**src/rtl/regfile_pkg.sv**
```systemverilog
// rtl/regfile_pkg.sv - shared sizing constants and helpers for the 2W2R register file
package regfile_pkg;

    localparam int DEFAULT_DATA_W = 16;
    localparam int DEFAULT_ADDR_W = 3;

    // Number of registers addressable with addr_w address bits.
    function automatic int depth_of(input int addr_w);
        return 1 << addr_w;
    endfunction

    // True when addr selects the hard-wired zero register of a ZERO_REG build.
    function automatic bit is_zero_reg(input bit zero_reg_en, input logic [31:0] addr);
        return zero_reg_en && (addr == 32'd0);
    endfunction

endpackage

```
**src/rtl/reg_scoreboard.sv**
```systemverilog
// rtl/reg_scoreboard.sv - per-register pending write-back flags with set-over-clear priority
//   clk, rst_n            : clock, synchronous active-low reset
//   set_en, set_addr      : mark a register pending at the next edge
//   clr0_en/clr0_addr,
//   clr1_en/clr1_addr     : write-back completions clearing the flag at the next edge
//   busy                  : current flag vector, one bit per register
module reg_scoreboard #(
    parameter int ADDR_W = 3,
    parameter int DEPTH  = 8
) (
    input  logic              clk,
    input  logic              rst_n,
    input  logic              set_en,
    input  logic [ADDR_W-1:0] set_addr,
    input  logic              clr0_en,
    input  logic [ADDR_W-1:0] clr0_addr,
    input  logic              clr1_en,
    input  logic [ADDR_W-1:0] clr1_addr,
    output logic [DEPTH-1:0]  busy
);

    logic [DEPTH-1:0] set_mask;
    logic [DEPTH-1:0] clr_mask;
    logic [DEPTH-1:0] busy_nxt;

    always_comb begin
        set_mask = '0;
        clr_mask = '0;
        if (set_en) begin
            set_mask[set_addr] = 1'b1;
        end
        if (clr0_en) begin
            clr_mask[clr0_addr] = 1'b1;
        end
        if (clr1_en) begin
            clr_mask[clr1_addr] = 1'b1;
        end
        // Clear first, then OR in the set: an issue that re-targets a register
        // whose previous result lands this cycle must stay pending.
        busy_nxt = (busy & ~clr_mask) | set_mask;
    end

    always_ff @(posedge clk) begin
        if (!rst_n) begin
            busy <= '0;
        end else begin
            busy <= busy_nxt;
        end
    end

endmodule

```
**src/rtl/reg_file_2w2r_sb.sv**
```systemverilog
// rtl/reg_file_2w2r_sb.sv - two-write two-read register file with per-register busy scoreboard
//   Optional macro REGFILE_BYPASS_EN: same-cycle write data / busy state forwarded to reads.
//   clk, rst_n                  : clock, synchronous active-low reset
//   wr0_*/wr1_* (en,addr,data)  : write ports, port 1 wins on an address collision
//   rd0_addr/rd1_addr           : combinational read addresses
//   rd0_data/rd1_data           : read data
//   busy_set_en/busy_set_addr   : mark a register pending a write-back
//   rd0_busy/rd1_busy           : pending flag of the register being read
module reg_file_2w2r_sb
    import regfile_pkg::*;
#(
    parameter int DATA_W   = DEFAULT_DATA_W,
    parameter int ADDR_W   = DEFAULT_ADDR_W,
    parameter int ZERO_REG = 0
) (
    input  logic              clk,
    input  logic              rst_n,
    input  logic              wr0_en,
    input  logic [ADDR_W-1:0] wr0_addr,
    input  logic [DATA_W-1:0] wr0_data,
    input  logic              wr1_en,
    input  logic [ADDR_W-1:0] wr1_addr,
    input  logic [DATA_W-1:0] wr1_data,
    input  logic [ADDR_W-1:0] rd0_addr,
    input  logic [ADDR_W-1:0] rd1_addr,
    output logic [DATA_W-1:0] rd0_data,
    output logic [DATA_W-1:0] rd1_data,
    input  logic              busy_set_en,
    input  logic [ADDR_W-1:0] busy_set_addr,
    output logic              rd0_busy,
    output logic              rd1_busy
);

    localparam int DEPTH = depth_of(ADDR_W);
    localparam bit ZR    = (ZERO_REG != 0);

    logic [DATA_W-1:0] mem [DEPTH];
    logic [DEPTH-1:0]  busy_q;

    // Enables with accesses to the hard-wired zero register removed, so that
    // neither storage nor scoreboard ever changes for address 0 in a ZR build.
    logic wr0_ok;
    logic wr1_ok;
    logic set_ok;

    assign wr0_ok = wr0_en      && !is_zero_reg(ZR, 32'(wr0_addr));
    assign wr1_ok = wr1_en      && !is_zero_reg(ZR, 32'(wr1_addr));
    assign set_ok = busy_set_en && !is_zero_reg(ZR, 32'(busy_set_addr));

    // Port 1 is applied after port 0 so it wins an address collision.
    always_ff @(posedge clk) begin
        if (!rst_n) begin
            for (int i = 0; i < DEPTH; i++) begin
                mem[i] <= '0;
            end
        end else begin
            if (wr0_ok) begin
                mem[wr0_addr] <= wr0_data;
            end
            if (wr1_ok) begin
                mem[wr1_addr] <= wr1_data;
            end
        end
    end

    reg_scoreboard #(
        .ADDR_W (ADDR_W),
        .DEPTH  (DEPTH)
    ) u_scoreboard (
        .clk       (clk),
        .rst_n     (rst_n),
        .set_en    (set_ok),
        .set_addr  (busy_set_addr),
        .clr0_en   (wr0_ok),
        .clr0_addr (wr0_addr),
        .clr1_en   (wr1_ok),
        .clr1_addr (wr1_addr),
        .busy      (busy_q)
    );

    logic [ADDR_W-1:0] rd_addr [2];
    logic [DATA_W-1:0] rd_data [2];
    logic              rd_busy [2];

    assign rd_addr[0] = rd0_addr;
    assign rd_addr[1] = rd1_addr;

    always_comb begin
        for (int p = 0; p < 2; p++) begin
            rd_data[p] = mem[rd_addr[p]];
            rd_busy[p] = busy_q[rd_addr[p]];
`ifdef REGFILE_BYPASS_EN
            // Forward the value the register will hold after this edge. The
            // wr*_ok terms already exclude the zero register; rst_n gates out
            // forwarding while a reset is discarding the write.
            if (rst_n && ((wr0_ok && (wr0_addr == rd_addr[p])) ||
                          (wr1_ok && (wr1_addr == rd_addr[p])))) begin
                rd_data[p] = (wr1_ok && (wr1_addr == rd_addr[p])) ? wr1_data : wr0_data;
                rd_busy[p] = set_ok && (busy_set_addr == rd_addr[p]);
            end
`endif
            if (is_zero_reg(ZR, 32'(rd_addr[p]))) begin
                rd_data[p] = '0;
                rd_busy[p] = 1'b0;
            end
        end
    end

    assign rd0_data = rd_data[0];
    assign rd1_data = rd_data[1];
    assign rd0_busy = rd_busy[0];
    assign rd1_busy = rd_busy[1];

endmodule
```
**config.mk**
```make
export PLATFORM = sky130hd
export DESIGN_NAME = reg_file_2w2r_sb
export DESIGN_NICKNAME = d
export VERILOG_FILES = /design/src/rtl/regfile_pkg.sv /design/src/rtl/reg_scoreboard.sv /design/src/rtl/reg_file_2w2r_sb.sv
export SDC_FILE = /design/constraint.sdc
export NUM_CORES = 1
export LEC_CHECK = 0
export ABC_CLOCK_PERIOD_IN_PS = 3410
export CAP_MARGIN = 20
export CORE_AREA = 2 2 183 95
export DETAILED_ROUTE_END_ITERATION = 6
export DIE_AREA = 0 0 185 97
export DONT_BUFFER_PORTS = 1
export HOLD_SLACK_MARGIN = 0.1
export PLACE_DENSITY = 0.8
export SKIP_CTS_REPAIR_TIMING = 1
export SLEW_MARGIN = 20
export SYNTH_ARGS = -nofsm -noshare
export SYNTH_HDL_FRONTEND = slang
export SYNTH_HIERARCHICAL = 1
export SYNTH_SLANG_ARGS = --single-unit
```
**constraint.sdc**
```tcl
create_clock -name clk -period 3.41 [get_ports clk]
set_input_delay 0.682 -clock clk [delete_from_list [all_inputs] [get_ports clk]]
set_output_delay 0.682 -clock clk [all_outputs]
set_load 0.02 [all_outputs]
```
==> reports/metrics.yaml <==
dr.pass1.iters: 5
die_x_um: 185
antenna_cells: 0
yosys-top-cells-area: "edfxtp_1 (43%), mux2_2 (20%), mux4_2 (17%)"
cpMaxStageDelayCell: "mux4_2"
finalSetupTns_ns: 0
min-delay-start: "busy_set_addr[2]"
detail_route.wl_per_cell_um: 27.7
utilization_pct: 59.3
setup_violations: 0
crit_start: "mem[2][8]$_DFFE_PP_"
dp.cells: 839
clock_sinks: 136
clock_latency_ns: 0.43
drt_iter0_drc: 671
place.gp.congestion: 0.830
cts_root_buffer: "clkbuf_16"
r2r-start: "u_scoreboard/busy[1]$_SDFF_PN0_"
core_area_sq_um: 16200
nFillCells: 1226
drc: 0
hpwl_mm: 14.8
cp_cell_sequence: "mux4_2, mux2_2"
grt_use_total_pct: 27.9
numCtsBuffers: 17
fin_worst_skew_ns: 0
hold_viol: 0
htreeDepth: 4
min_period_ns: 2.39
wl_mm: 24.1
critPathKind: "reg -> out"
synthDistinctLibCells: 42
yosysTopAreaCellShare_pct: 43.3
rsz0062_at_grt: "false"
crit_family: "multiplexers"
nets: 683
viasPerCell: 6.84
cp.required_ns: 2.73
startpoint_type: "flip-flop"
synth_area_sq_um: 8880
tightest_slew_ns: 0.733
cp_max_fo: 2
netlist_instances: 647
rows: 33
cp.buffers_inverters: 0
antenna_found_initial: 0
cts_tree: "built"
power.leakage_nw: 3.26
outcome: "finished clean"
grt_pass1_vias: 6350
ir_worst_vdd_mv: 0.322
synthTopCellsByCount: "mux2_2 (161), edfxtp_1 (128), nor2_1 (128)"
drv_slew: 0
synth-seq-cells: 136
synth_ff_type: "edfxtp_1"
layout-drive-gt1-share_pct: 45.8
start_util_pct: 54.9
async_flop_share_pct: 0
max_freq_ghz: 0.419
multiInputGateArea_sq_um: 4610
clkSlewWorstSetupHoldPaths_ns: 0.07
seqCellArea_sq_um: 4000
stdcell_count: 871
die_h_um: 97
worstSetupEndpointType: "primary output"
die-area_sq_um: 17900
p_per_area_nw_per_um2: 452
seq_area_frac_synth_pct: 45.1
vias: 5961
slowest_delay_ns: 0.49
synthMostInstantiatedCell: "mux2_2"
yosysTopAreaCell: "edfxtp_1"
pin_count: 86
worstPathArrival_ns: 1.70
relSlewSlack_pct: 51.0
synth_edf_count: 128
hold_path_class: "in -> reg"
grt_overflow: 0
synthesis.nets: 699
ys.warnings.count: 6
postRouteAntennaNets: 0
drv_cap: 0
grt_max_degree: 56
area_growth_pct: 8.09
min_period_over_period_pct: 70.0
syn-mean-instance-area_sq_um: 13.7
grt_pass1_wl_mm: 36.8
cts_buffer_depth: 2
numPortBuffers: 0
==> area by class of cell <==
| cell class | count | share of cell area, % |
|---|---|---|
| sequential | 136 | 41.7 |
| clock inverter | 13 | 1.29 |
| tap | 227 | 2.96 |
| inverter | 1 | 0.0391 |
| multi-input combinational | 458 | 48.0 |
| clock buffer | 19 | 4.51 |
| timing repair buffer | 17 | 1.46 |
==> through the flow <==
stage	hold WS [ns]	instance area, sq um	setup slack, ns	power (mW)
global route	0.359	9600	0.987	4.45
global placement	0.467	9040	0.970	2.59
floorplan	0.447	8880	0.667	2.54
detailed placement	0.479	9040	0.916	2.62
finish	0.355	9600	1.02	4.34
CTS	0.348	9600	1.02	4.34
==> state kept, by name, summed over array words and instances (netlist names) <==
| register | cells |
|---|---|
| mem | 128 |
| u_scoreboard/busy | 8 |
==> cell families after synthesis <==
logic type | Yosys count | synth area share [%]
compound gates | 18 | 1.42
simple gates | 210 | 12.4
flops | 136 | 45.1
mux | 230 | 37.8
buf+inv | 53 | 3.28
==> routing by layer <==
layer	track usage [%]	share of wire [%]	vias to the layer above
li1	-	-	2502
met1	36.2	38	3034
met2	44.9	48	363
met3	7.76	12	62
met4	10.7	2.7	0
met5	0	0	-
==> worst register-to-register path, cell delays in order (launching register included) <==
cell	delay (ns)
dfxtp_1	0.36
o311ai_1	0.11
o21ai_1	0.12
==> power by group <==
part / switching (mW) / leakage, nW / total, mW / internal [mW]
logic: 0.282 / 1.68 / 0.559 / 0.277
clock network: 0.740 / 0.264 / 1.75 / 1.01
registers: 0.0673 / 1.32 / 2.03 / 1.96
==> layout by cell type, fill, tap and decap left out, drive strengths merged, types with 2 or more instances in the layout <==
| cell type | Yosys | routed |
|---|---|---|
| o31ai | 3 | 3 |
| mux2 | 162 | 162 |
| buf | 30 | 17 |
| o221ai | 4 | 4 |
| clkinv | 0 | 6 |
| clkinvlp | 0 | 3 |
| nand4 | 6 | 6 |
| dfxtp | 8 | 8 |
| inv | 1 | 4 |
| nand4b | 6 | 6 |
| or4b | 2 | 2 |
| nor3 | 3 | 3 |
| nand3 | 21 | 21 |
| o211ai | 2 | 2 |
| nand4bb | 3 | 3 |
| nand2b | 4 | 4 |
| mux4 | 68 | 68 |
| clkbuf | 22 | 19 |
| nor2 | 132 | 132 |
| or2 | 2 | 2 |
| nand2 | 7 | 7 |
| edfxtp | 128 | 128 |
| o21ai | 6 | 6 |
| nand3b | 20 | 20 |
==> path summary, 6_finish.rpt <==
| path | end | slack, ns | cells past startpoint |
|---|---|---|---|
| setup / recovery | rd0_data[8] | 1.02 | 2 |
| hold / removal | u_scoreboard/busy[0]$_SDFF_PN0_ | 0.35 | 1 |
| setup reg to reg | u_scoreboard/busy[1]$_SDFF_PN0_ | 2.77 | 2 |
| hold reg to reg | u_scoreboard/busy[5]$_SDFF_PN0_ | 0.48 | 2 |
Note: power is estimated with default switching activity, not from simulation.
